===== src/rtl/sram_ss_pkg.sv =====
// sram_ss_pkg
// Shared definitions for the SRAM island AHB-Lite phase controller:
//   state_t      - controller phase states
//   HTRANS_*     - AHB transfer type encodings
//   HRESP_*      - AHB response encodings
//   HSIZE_*      - AHB transfer size encodings
package sram_ss_pkg;

    typedef enum logic [2:0] {
        ST_IDLE    = 3'd0,
        ST_WR_D    = 3'd1,
        ST_RD_D    = 3'd2,
        ST_RD_CONF = 3'd3,
        ST_RD_FIN  = 3'd4,
        ST_ERR1    = 3'd5,
        ST_ERR2    = 3'd6
    } state_t;

    localparam logic [1:0] HTRANS_IDLE   = 2'b00;
    localparam logic [1:0] HTRANS_BUSY   = 2'b01;
    localparam logic [1:0] HTRANS_NONSEQ = 2'b10;
    localparam logic [1:0] HTRANS_SEQ    = 2'b11;

    localparam logic [1:0] HRESP_OKAY    = 2'b00;
    localparam logic [1:0] HRESP_ERROR   = 2'b01;

    localparam logic [2:0] HSIZE_BYTE    = 3'b000;
    localparam logic [2:0] HSIZE_HALF    = 3'b001;
    localparam logic [2:0] HSIZE_WORD    = 3'b010;

endpackage


===== src/rtl/sram_ahb_phase_ctrl.sv =====
// sram_ahb_phase_ctrl
// AHB-Lite slave phase controller for one SRAM voltage island. Captures the
// address phase and produces the SRAM phase strobes, HREADYOUT and HRESP.
// A read whose address phase lands on a write data phase is deferred into
// its own data phase (one wait state) since the SRAM is single-ported.
// Illegal transfers get a two-cycle ERROR response and never touch the SRAM.
//
// Ports:
//   hclk, hresetn        clock, async active-low reset
//   hsel, htrans, hwrite, hready_in, haddr, hsize   AHB address phase inputs
//   haddr_reg, hsize_reg captured address/size
//   rd_aphase            read launched in address phase (combinational)
//   wr_dphase            write data phase
//   rd_dphase            read data phase
//   RW_conf_dphase       deferred read being issued from haddr_reg
//   hready_out, hresp    AHB slave response
module sram_ahb_phase_ctrl
    import sram_ss_pkg::*;
#(
    parameter bit ERR_ON_UNALIGNED = 1'b1
) (
    input  logic        hclk,
    input  logic        hresetn,
    input  logic        hsel,
    input  logic [1:0]  htrans,
    input  logic        hwrite,
    input  logic        hready_in,
    input  logic [31:0] haddr,
    input  logic [2:0]  hsize,
    output logic [31:0] haddr_reg,
    output logic [2:0]  hsize_reg,
    output logic        rd_aphase,
    output logic        wr_dphase,
    output logic        rd_dphase,
    output logic        RW_conf_dphase,
    output logic        hready_out,
    output logic [1:0]  hresp
);

    function automatic logic f_illegal(input logic [2:0] sz, input logic [1:0] a);
        logic w_bad;
        w_bad = (sz > HSIZE_WORD);
        if (ERR_ON_UNALIGNED)
            w_bad = w_bad | ((sz == HSIZE_HALF) & a[0])
                          | ((sz == HSIZE_WORD) & (a != 2'b00));
        return w_bad;
    endfunction

    state_t      r_state;
    state_t      w_next;
    logic        w_accept;
    logic        w_illegal;
    logic [31:0] r_haddr;
    logic [2:0]  r_hsize;

    // htrans[1] covers NONSEQ and SEQ; IDLE and BUSY are never accepted.
    assign w_accept  = hsel & htrans[1] & hready_in;
    assign w_illegal = f_illegal(hsize, haddr[1:0]);

    // A read during a write data phase must wait: the SRAM port is busy with
    // the write, so the read is reissued from haddr_reg in RD_CONF instead.
    assign rd_aphase = w_accept & ~hwrite & ~w_illegal & (r_state != ST_WR_D) & hresetn;

    always_ff @(posedge hclk or negedge hresetn) begin
        if (!hresetn) begin
            r_state <= ST_IDLE;
            r_haddr <= '0;
            r_hsize <= '0;
        end else begin
            r_state <= w_next;
            if (w_accept) begin
                r_haddr <= haddr;
                r_hsize <= hsize;
            end
        end
    end

    always_comb begin
        w_next = ST_IDLE;
        if (r_state == ST_RD_CONF)
            w_next = ST_RD_FIN;
        else if (w_accept) begin
            if (w_illegal)                w_next = ST_ERR1;
            else if (hwrite)              w_next = ST_WR_D;
            else if (r_state == ST_WR_D)  w_next = ST_RD_CONF;
            else                          w_next = ST_RD_D;
        end else if (r_state == ST_ERR1)
            w_next = ST_ERR2;
    end

    // Outputs decode straight from the state register.
    always_comb begin
        wr_dphase      = 1'b0;
        rd_dphase      = 1'b0;
        RW_conf_dphase = 1'b0;
        hready_out     = 1'b1;
        hresp          = HRESP_OKAY;
        unique case (r_state)
            ST_WR_D:    wr_dphase = 1'b1;
            ST_RD_D:    rd_dphase = 1'b1;
            ST_RD_CONF: begin
                rd_dphase      = 1'b1;
                RW_conf_dphase = 1'b1;
                hready_out     = 1'b0;
            end
            ST_RD_FIN:  rd_dphase = 1'b1;
            ST_ERR1: begin
                hready_out = 1'b0;
                hresp      = HRESP_ERROR;
            end
            ST_ERR2:    hresp = HRESP_ERROR;
            default:    ;
        endcase
    end

    assign haddr_reg = r_haddr;
    assign hsize_reg = r_hsize;

endmodule

===== config.mk =====
export PLATFORM = sky130hd
export DESIGN_NAME = sram_ahb_phase_ctrl
export DESIGN_NICKNAME = d
export VERILOG_FILES = /design/src/rtl/sram_ss_pkg.sv /design/src/rtl/sram_ahb_phase_ctrl.sv
export SDC_FILE = /design/constraint.sdc
export NUM_CORES = 1
export LEC_CHECK = 0
export CORE_AREA = 4 4 78 80
export DETAILED_ROUTE_END_ITERATION = 10
export DIE_AREA = 0 0 82 84
export PLACE_DENSITY = 0.68
export SYNTH_ARGS = -nofsm -noshare
export SYNTH_HDL_FRONTEND = slang
export SYNTH_SLANG_ARGS = --single-unit

===== constraint.sdc =====
create_clock -name hclk -period 1.3 [get_ports hclk]
set_input_delay 0.26 -clock hclk [delete_from_list [all_inputs] [get_ports hclk]]
set_output_delay 0.26 -clock hclk [all_outputs]
set_load 0.01 [all_outputs]

* Word-level counts from Yosys, hierarchy flattened
Index checks and enable logic that the tools add are counted.
Cells by class: mux-type cells 11, reductions and logical operators 4, bitwise operators 12, magnitude comparators 1, equality and inequality tests 9
Operators by type and width (count):
- two-way mux 3 bit | 4
- == test 3 x 2 -> 1 bit, second input constant | 3
- == test 3 bit, second input constant | 3
- bitwise AND 1 bit | 8
- == test 3 x 1 -> 1 bit, second input constant | 2
- two-way mux 1 bit | 6
- OR reduction 2 bit | 2
- > comparator 3 x 2 -> 1 bit, second input constant | 1
- inequality test 3 x 1 -> 1 bit, second input constant | 1
- OR reduction 3 bit | 1
- two-way mux 2 bit | 1
- NOT 1 bit | 2
- OR 1 bit | 2
- nonzero test 2 bit | 1
Storage, ports and cells: flip-flop bits (word level) 38, logic and storage cells 40, bits of input ports 42, output and inout bits 42

* Depth between registers and ports, before layout
Gate-level depths: netlist (run 1).
word-level depth 8, gate-level depth with buffers 5, gate-level depth less buffers 4

* Worst setup path before layout (run 1)
OpenSTA, ideal clock, no wires.
kind input-to-output, start in hsize[0], end out rd_aphase, stages on the path 4, data required time 1040 ps, arrival time 1097 ps, setup slack -57 ps, path buffers 0, cell sequence nor3_2 o21bai_2 or3_4 nor3b_2
On the way: longest elaborated chain between the ends 8, elaborated cells between the ends (all ways) 11, classes of those cells order compare: 1; eq/ne: 2; bitwise: 8
RTL lines:
- start, declared | RTL line sram_ahb_phase_ctrl.sv:29 | input logic [2:0] hsize,
- branches (longest 3 deep; another with > comparator 3 x 2 -> 1 bit)
- OR 1 bit (*) | RTL line sram_ahb_phase_ctrl.sv:45 | | ((sz == HSIZE_WORD) & (a != 2'b00));
- NOT 1 bit (*) | RTL line sram_ahb_phase_ctrl.sv:62 | assign rd_aphase = w_accept & ~hwrite & ~w_illegal & (r_state != ST_WR_D) & hresetn;
- bitwise AND 1 bit (*) (3 in a row) | RTL line sram_ahb_phase_ctrl.sv:62
- end, declared | RTL line sram_ahb_phase_ctrl.sv:32 | output logic rd_aphase,
Mark *: on every way between the ends.

* Worst setup path after layout (run 1)
start reg r_state[0], end out rd_aphase
On the way: longest elaborated chain between the ends 3
RTL lines:
- start, declared | RTL line sram_ahb_phase_ctrl.sv:49 | state_t r_state;
- start signal, assigned | RTL line sram_ahb_phase_ctrl.sv:70 | r_state <= w_next;
- inequality test 3 x 1 -> 1 bit | RTL line sram_ahb_phase_ctrl.sv:62
- bitwise AND 1 bit (2 in a row) | RTL line sram_ahb_phase_ctrl.sv:62
Every way passes these cells.

==> results of run 1 <==
## power groups by stage
stage	Clock (mW)	Sequential, mW	Combinational, mW
finish	0.925	1.44	0.726
global route	1.03	1.47	0.808
CTS	0.974	1.44	0.739
detailed placement	0	1.47	0.851
global placement	0	1.46	0.845
floorplan	0	1.56	0.187
## per-layer routing
layer | global-route usage | vias to the layer above | wire length [um]
li1 | - | 727 | -
met1 | 0.1353 | 667 | 1633
met2 | 0.2145 | 50 | 1928
met3 | 0.06156 | 5 | 443
met4 | 0.02719 | 0 | 38
met5 | 0 | - | 0
## worst max-delay path, stage by stage (launching register included)
cell	delay (ns)
dfrtp_1	0.38
nor2b_4	0.13
and2b_2	0.21
buf_6	0.12
nor3b_4	0.14
buf_2	0.15
## cells by family after synthesis
| logic type | Yosys count | share of synthesized area |
|---|---|---|
| buf+inv | 9 | 0.03035 |
| other cells | 1 | 0.002394 |
| flops | 38 | 0.6070 |
| simple gates | 119 | 0.3147 |
| compound gates | 8 | 0.03994 |
| xor+xnor | 1 | 0.005592 |
## placed cells by master, fill, tap and decap left out, drive strengths merged
| cell | netlist | final |
|---|---|---|
| o22ai | 1 | 1 |
| clkdlybuf4s50 | 0 | 31 |
| o31a | 1 | 1 |
| conb | 1 | 1 |
| nor3 | 3 | 3 |
| a22o | 1 | 1 |
| nor2b | 1 | 1 |
| or3 | 1 | 1 |
| dfrtp | 38 | 38 |
| clkdlybuf4s15 | 0 | 1 |
| nand3 | 2 | 2 |
| nand2b | 2 | 2 |
| o21ai | 2 | 2 |
| and2 | 2 | 2 |
| and2b | 1 | 1 |
| nor3b | 1 | 1 |
| a21bo | 1 | 1 |
| clkbuf | 0 | 8 |
| buf | 9 | 26 |
| and3 | 1 | 1 |
| a21oi | 1 | 1 |
| dlygate4sd2 | 0 | 39 |
| o21bai | 1 | 1 |
| nand2 | 105 | 105 |
| xor2 | 1 | 1 |
## per-stage QoR
step                hold WS [ns]  cell area [um^2]  std cells
floorplan               -0.03559              1573        176
global placement          0.3648              2511        332
detailed placement        0.3613              2511        332
CTS                      0.05062              2625        344
global route             0.07285              2635        344
finish                   0.04166              2635        344
## path summary, 6_finish.rpt
kind / start / to / slack, ns / cells after the start
setup reg to reg: r_state[0]$_DFF_PN0_ / r_state[0]$_DFF_PN0_ / -0.02 / 5
setup / recovery: r_state[0]$_DFF_PN0_ / rd_aphase / -0.36 / 5
max in group asynchronous: hresetn / r_state[1]$_DFF_PN0_ / 0.91 / 2
min in group hclk: haddr[1] / haddr_reg[1]$_DFFE_PN0N_ / 0.23 / 3
hold / removal: hresetn / haddr_reg[28]$_DFFE_PN0N_ / 0.04 / 2
hold reg to reg: haddr_reg[25]$_DFFE_PN0N_ / haddr_reg[25]$_DFFE_PN0N_ / 0.47 / 2
## final cells by class
cell class | count | area [um^2]
Timing Repair Buffer | 97 | 855.8
Clock buffer | 8 | 110.1
Tap cell | 72 | 90.09
Sequential cell | 38 | 952.2
Multi-Input combinational cell | 129 | 626.9
Fill cell | 544 | 2770
## what timing repair did
action / CTS / global route
pin swaps: 5 / 1
resized for setup: 93 / 3
endpoints found under the setup margin: 42 / 7
buffers inserted: 5 / 2
==> metrics.log, run 1 <==
[metrics] unrepaired setup endpoints after global routing: true
[metrics] CTS Buffer Depth: 2
[metrics] average wire per cell in the routed design: 11.76 um
[metrics] count of nets after finishing: 313
[metrics] proportion of netlist area held by the largest area contributor: 0.6070
[metrics] number of nets with antenna violations after detailed routing: 0
[metrics] synthesized area divided by synthesized cell count: 8.901 um^2
[metrics] core area: between 5000 and 6000 um^2
[metrics] final hold violations: 0
[metrics] die outline height: ~84 um
[metrics] CP arrival: about 1.4 ns
[metrics] top cells by area in the synthesized netlist: dfrtp_1 (61%), nand2_1 (25%), buf_2 (2.6%)
[metrics] total grt overflow: 0
[metrics] placer's final routability congestion estimate: 0.6823
[metrics] accumulated negative setup slack: -1.484 ns
[metrics] netlist area before placement: 1567 um^2
[metrics] number of nets in the synthesized netlist: 218
[metrics] final worst-path cycle share: 1.275
[metrics] I/O Buffers: 81
[metrics] part of the total power dissipated in combinational logic: 0.235
[metrics] width of the die: 82 um
[metrics] Synth top cells by count: nand2_1 (105), dfrtp_1 (38), buf_2 (8)
[metrics] drt total wl: between 4000 and 5000 um
[metrics] Yosys reg bits: 38
[metrics] pin count of the biggest net entering global routing: 39
[metrics] final-report max-slew violation count: 0
[metrics] asr flop ratio synth: 1.000
[metrics] number of flip-flops in the largest register: 32
[metrics] count of standard-cell rows: 27
[metrics] element type at the critical path end: output pin
[metrics] Worst IR Drop VDD: around 0.00057 V
[metrics] DRC violation count after routing: 0
[metrics] outcome: complete, but fails checks
[metrics] total leakage power: 1.403 nW
[metrics] Setup WS post-layout: -0.3573 ns
[metrics] Total GRT Usage: 0.1247
[metrics] area growth from synthesis to layout: 68.21%
[metrics] number of DRC markers after the initial detailed-route iteration: 16
[metrics] total design power: 3.091 mW
[metrics] CP Max Fanout: 2
[metrics] via count: 1449
[metrics] worst setup path class: register to output pin
[metrics] number of enable-type register cells in the synthesized netlist: 0
[metrics] Post-CTS Hold Fix Bufs: 0
[metrics] setup skew after layout: 0.0001984 ns
[metrics] Max Clock Freq: 603.4 MHz
[metrics] Clock Sinks: 38
[metrics] switching component of the power: 819.8 uW
[metrics] power per unit of standard cell area: ~1200 nW/um^2
[metrics] setup slack at placement: -1.074 ns
[metrics] cell type with the largest total area after synthesis: dfrtp_1
[metrics] Primary FF master, synth: dfrtp_1
[metrics] Syn. warnings: 0
[metrics] number of antenna violations at the first check in global routing: 0
[metrics] Clock transition at path regs: 0.07 ns
[metrics] Finish-stage setup viols: 7
[metrics] H-tree Lvls: 2
[metrics] fraction of final layout cells sized beyond drive strength 1: 0.1801
[metrics] cell count after synthesis: 176
[metrics] Top Ports: 84
[metrics] sort of element at the start of the critical path: register
[metrics] most common cell in the synthesized netlist: nand2_1
[metrics] initial core utilization: 0.2898
[metrics] final core utilization: 0.4875
[metrics] classification of the worst-slack hold path: input port to async pin
[metrics] number of distinct standard cells referenced by the synthesized netlist: 23
[metrics] Max Cap Violations: 0
[metrics] violations in the final reports: negative setup slack
[metrics] via count of the first global-routing pass: 1478
[metrics] portion of the post-synthesis area used by sequential elements: 0.6070
[metrics] number of optimization iterations in the first detailed-route pass: 3
[metrics] first-pass GRT wire length: 6699 um
[metrics] minimum clock period after layout: 1.657 ns
[metrics] fraction of power consumed by the clock network: 0.299
[metrics] number of CTS-inserted buffers: 5
[metrics] Clk Tree Root Cell: clkbuf_8
[metrics] overall die area: 6888 um^2
[metrics] cell internal pwr: 2.271 mW
[metrics] number of diodes added for antenna fixing: 0
[metrics] clock latency on the worst-skew pair: 0.27 ns
[metrics] post-detailed-route via-to-cell ratio: around 4.2
[metrics] net switching share of the total power: 0.2652
[metrics] sequential fraction of design power: 0.466
[metrics] total half-perimeter wirelength after legalization and detailed placement: roughly 2900 um
[metrics] data required time of the worst path: 1.04 ns
[metrics] TritonCTS clock tree: built
Note: power is estimated with default switching activity, not from simulation.
==> run 2: changes to the inputs <==
--- a/config.mk
+++ b/config.mk
@@ -8,7 +8,9 @@
 export CORE_AREA = 4 4 78 80
 export DETAILED_ROUTE_END_ITERATION = 10
 export DIE_AREA = 0 0 82 84
+export GPL_TIMING_DRIVEN = 0
 export PLACE_DENSITY = 0.68
+export SETUP_SLACK_MARGIN = 0.3
 export SYNTH_ARGS = -nofsm -noshare
 export SYNTH_HDL_FRONTEND = slang
 export SYNTH_SLANG_ARGS = --single-unit
==> metrics.log, run 2 (synthesis results as in run 1) <==
[metrics] outcome: complete, but fails checks
[metrics] violations in the final reports: negative hold slack, negative setup slack
[metrics] die outline height: 84 um (unchanged)
[metrics] origin of the critical flop-to-flop path: r_state[0]$_DFF_PN0_
[metrics] end of the worst register-to-register path: r_state[0]$_DFF_PN0_
[metrics] sort of element at the start of the critical path: register
[metrics] Worst R2R Path Depth: 6 (+1)
[metrics] data required time of the worst path: 1.04 ns (about the same)
[metrics] unrepaired setup endpoints after global routing: true
[metrics] final-report max-slew violation count: 0 (unchanged)
[metrics] number of cells on the critical path: 4 (-1)
[metrics] net switching share of the total power: 0.2728 (+0.007531)
[metrics] initial core utilization: 0.2898 (unchanged)
[metrics] Top Ports: 84 (unchanged)
[metrics] # placed instances: 329 (-0.90%)
[metrics] Setup WS post-layout: -0.3130 ns (+0.04432 ns)
[metrics] cell-by-cell listing of the critical path: nor2b_4, and2b_2, nor3b_4, buf_2
[metrics] TritonCTS clock tree: built
[metrics] number of diodes added for antenna fixing: 0 (unchanged)
[metrics] final worst-path cycle share: 1.241 (-0.03409)
[metrics] placer's final routability congestion estimate: 0.6925 (+1.5%)
[metrics] count of standard-cell rows: 27 (unchanged)
[metrics] CP arrival: 1.35 ns (-0.05 ns)
[metrics] CP Max Fanout: 2 (unchanged)
[metrics] end point of the critical path: rd_aphase
[metrics] part of the total power dissipated in combinational logic: 0.289 (+0.054)
[metrics] core area: 5405 um^2 (unchanged)
[metrics] worst setup path class: register to output pin
[metrics] Finish-stage setup viols: 6 (-1)
[metrics] Total GRT Usage: 0.1329 (+0.008194)
[metrics] fraction of final layout cells sized beyond drive strength 1: 0.4047 (+0.2245)
[metrics] slowest cell on the critical path: dfrtp_2
[metrics] total leakage power: 1.517 nW (+8.1%)
[metrics] number of nets with antenna violations after detailed routing: 0 (unchanged)
[metrics] filler cell count in the final layout: 511 (-6.1%)
[metrics] total design power: 3.155 mW (+2.1%)
[metrics] number of DRC markers after the initial detailed-route iteration: 28 (+12)
[metrics] Clk Tree Root Cell: clkbuf_8
[metrics] number of flip-flops in the largest register: 32 (unchanged)
[metrics] DRC violation count after routing: 0 (unchanged)
[metrics] worst path buffer plus inverter count: 1 (-1)
[metrics] number of antenna violations at the first check in global routing: 0 (unchanged)
[metrics] sequential fraction of design power: 0.462 (-0.004)
[metrics] total grt overflow: 0 (unchanged)
[metrics] via count of the first global-routing pass: 1588 (+7.4%)
[metrics] Clock Sinks: 38 (unchanged)
[metrics] minimum clock period after layout: 1.613 ns (-0.04432 ns)
[metrics] cell internal pwr: 2.294 mW (+1.0%)
[metrics] worst setup path start: r_state[0]$_DFF_PN0_
[metrics] average wire per cell in the routed design: 12.33 um (+4.9%)
[metrics] CTS Buffer Depth: 2 (unchanged)
[metrics] I/O Buffers: 81 (unchanged)
[metrics] pin count of the biggest net entering global routing: 40 (+2.6%)
[metrics] power per unit of standard cell area: 1108 nW/um^2 (-5.5%)
[metrics] total half-perimeter wirelength after legalization and detailed placement: 2971 um (+2.0%)
[metrics] element type at the critical path end: output pin
[metrics] H-tree Lvls: 2 (unchanged)
[metrics] first-pass GRT wire length: 7189 um (+7.3%)
[metrics] worst hold margin: -0.05326 ns (-0.09493 ns)
[metrics] switching component of the power: 860.5 uW (+5.0%)
[metrics] final cell count without fillers: 371 (+7.8%)
[metrics] Max Cap Violations: 0 (unchanged)
[metrics] fraction of power consumed by the clock network: 0.248 (-0.051)
[metrics] CP top delay family: simple AND/OR/NAND/NOR gates
[metrics] highest-count cells in the layout ignoring fill and taps: nand2_1 (104), dfrtp_1 (35), buf_4 (34)
[metrics] width of the die: 82 um (unchanged)
[metrics] Clock transition at path regs: 0.07 ns (about the same)
[metrics] count of nets after finishing: 342 (+9.3%)
[metrics] number of optimization iterations in the first detailed-route pass: 3 (unchanged)
[metrics] area growth from synthesis to layout: 81.71%
[metrics] via count: 1578 (+8.9%)
[metrics] post-detailed-route via-to-cell ratio: 4.253 (+0.98%)
[metrics] drt total wl: 4574 um (+13%)
[metrics] classification of the worst-slack hold path: input port to async pin
[metrics] clock latency on the worst-skew pair: 0.28 ns (about the same)
[metrics] final core utilization: 0.5266 (+0.03912)
[metrics] most frequent standard cell in the layout excluding fill and tap cells: nand2_1
[metrics] Worst IR Drop VDD: 0.0004396 V (-23%)
[metrics] final hold violations: 38 (+38)
[metrics] Max Clock Freq: 620.0 MHz (+2.7%)
[metrics] number of CTS-inserted buffers: 5 (unchanged)
[metrics] Register-to-Register Setup Slack: 0.01 ns (+0.03 ns)
[metrics] largest incremental delay on the critical path: 0.41 ns (+0.03 ns)
[metrics] overall die area: 6888 um^2 (unchanged)
[metrics] setup skew after layout: 0.0005895 ns (+0.0003911 ns)
-- run 2: cell types whose count changed in the layout (fill, tap and decap cells not counted), sizes merged --
cell / delta
dlygate4sd2: -35
buf: +65
clkdlybuf4s50: -1
clkbuf: -2
-- run 2: cell type report --
class / count / area (um^2) / area share
tap: 72 / 90.09 / 0.03165
buffer: 9 / 101.3 / 0.03560
clock buffer: 6 / 82.58 / 0.02901
timing repair buffer: 117 / 962.2 / 0.3380
sequential: 38 / 954.7 / 0.3354
multi-input combinational: 129 / 655.6 / 0.2303
-- run 2: what timing repair did --
action,CTS,global route
resized for setup,217,21
buffers inserted,23,13
pin swaps,9,4
endpoints found under the hold margin,38,38
cloned,0,0
endpoints found under the setup margin,79,74
-- run 2: stage by stage --
| step | instance area (um^2) | worst slack [ns] | setup TNS (ns) |
|---|---|---|---|
| finish | 2846 | -0.3130 | -1.398 |
| CTS | 2649 | -0.3094 | -1.321 |
| floorplan | 1617 | -0.03878 | -0.03878 |
| detailed placement | 2512 | -1.119 | -11.27 |
| global route | 2846 | -0.3972 | -1.784 |
| global placement | 2517 | -1.891 | -49.29 |
-- run 2: worst min path at each step --
| stage | start | to | slack [ns] |
|---|---|---|---|
| after global routing | hresetn | hsize_reg[1]$_DFFE_PN0N_ | -0.03 |
| after floorplan | hresetn | haddr_reg[0]$_DFFE_PN0N_ | -0.04 |
| after detailed placement | hresetn | haddr_reg[3]$_DFFE_PN0N_ | 0.43 |
| after global placement | haddr_reg[16]$_DFFE_PN0N_ | haddr_reg[16]$_DFFE_PN0N_ | 0.46 |
| after CTS | hresetn | hsize_reg[1]$_DFFE_PN0N_ | -0.05 |
| final | hresetn | hsize_reg[1]$_DFFE_PN0N_ | -0.05 |
-- run 2: layer usage --
metal / GRT usage / part of all wire
met5: 0 / 0
met4: 0.03625 / 0.0092
met3: 0.04644 / 0.086
met2: 0.2256 / 0.49
met1: 0.1557 / 0.41
-- run 2: power by group through the flow --
stage               sequential (mW)  clock [mW]  combinational (mW)
floorplan                      1.56           0               0.195
global placement               1.47           0               0.837
detailed placement             1.48           0               0.844
CTS                            1.45       0.814               0.793
global route                   1.48       0.864                1.01
finish                         1.46       0.784               0.913
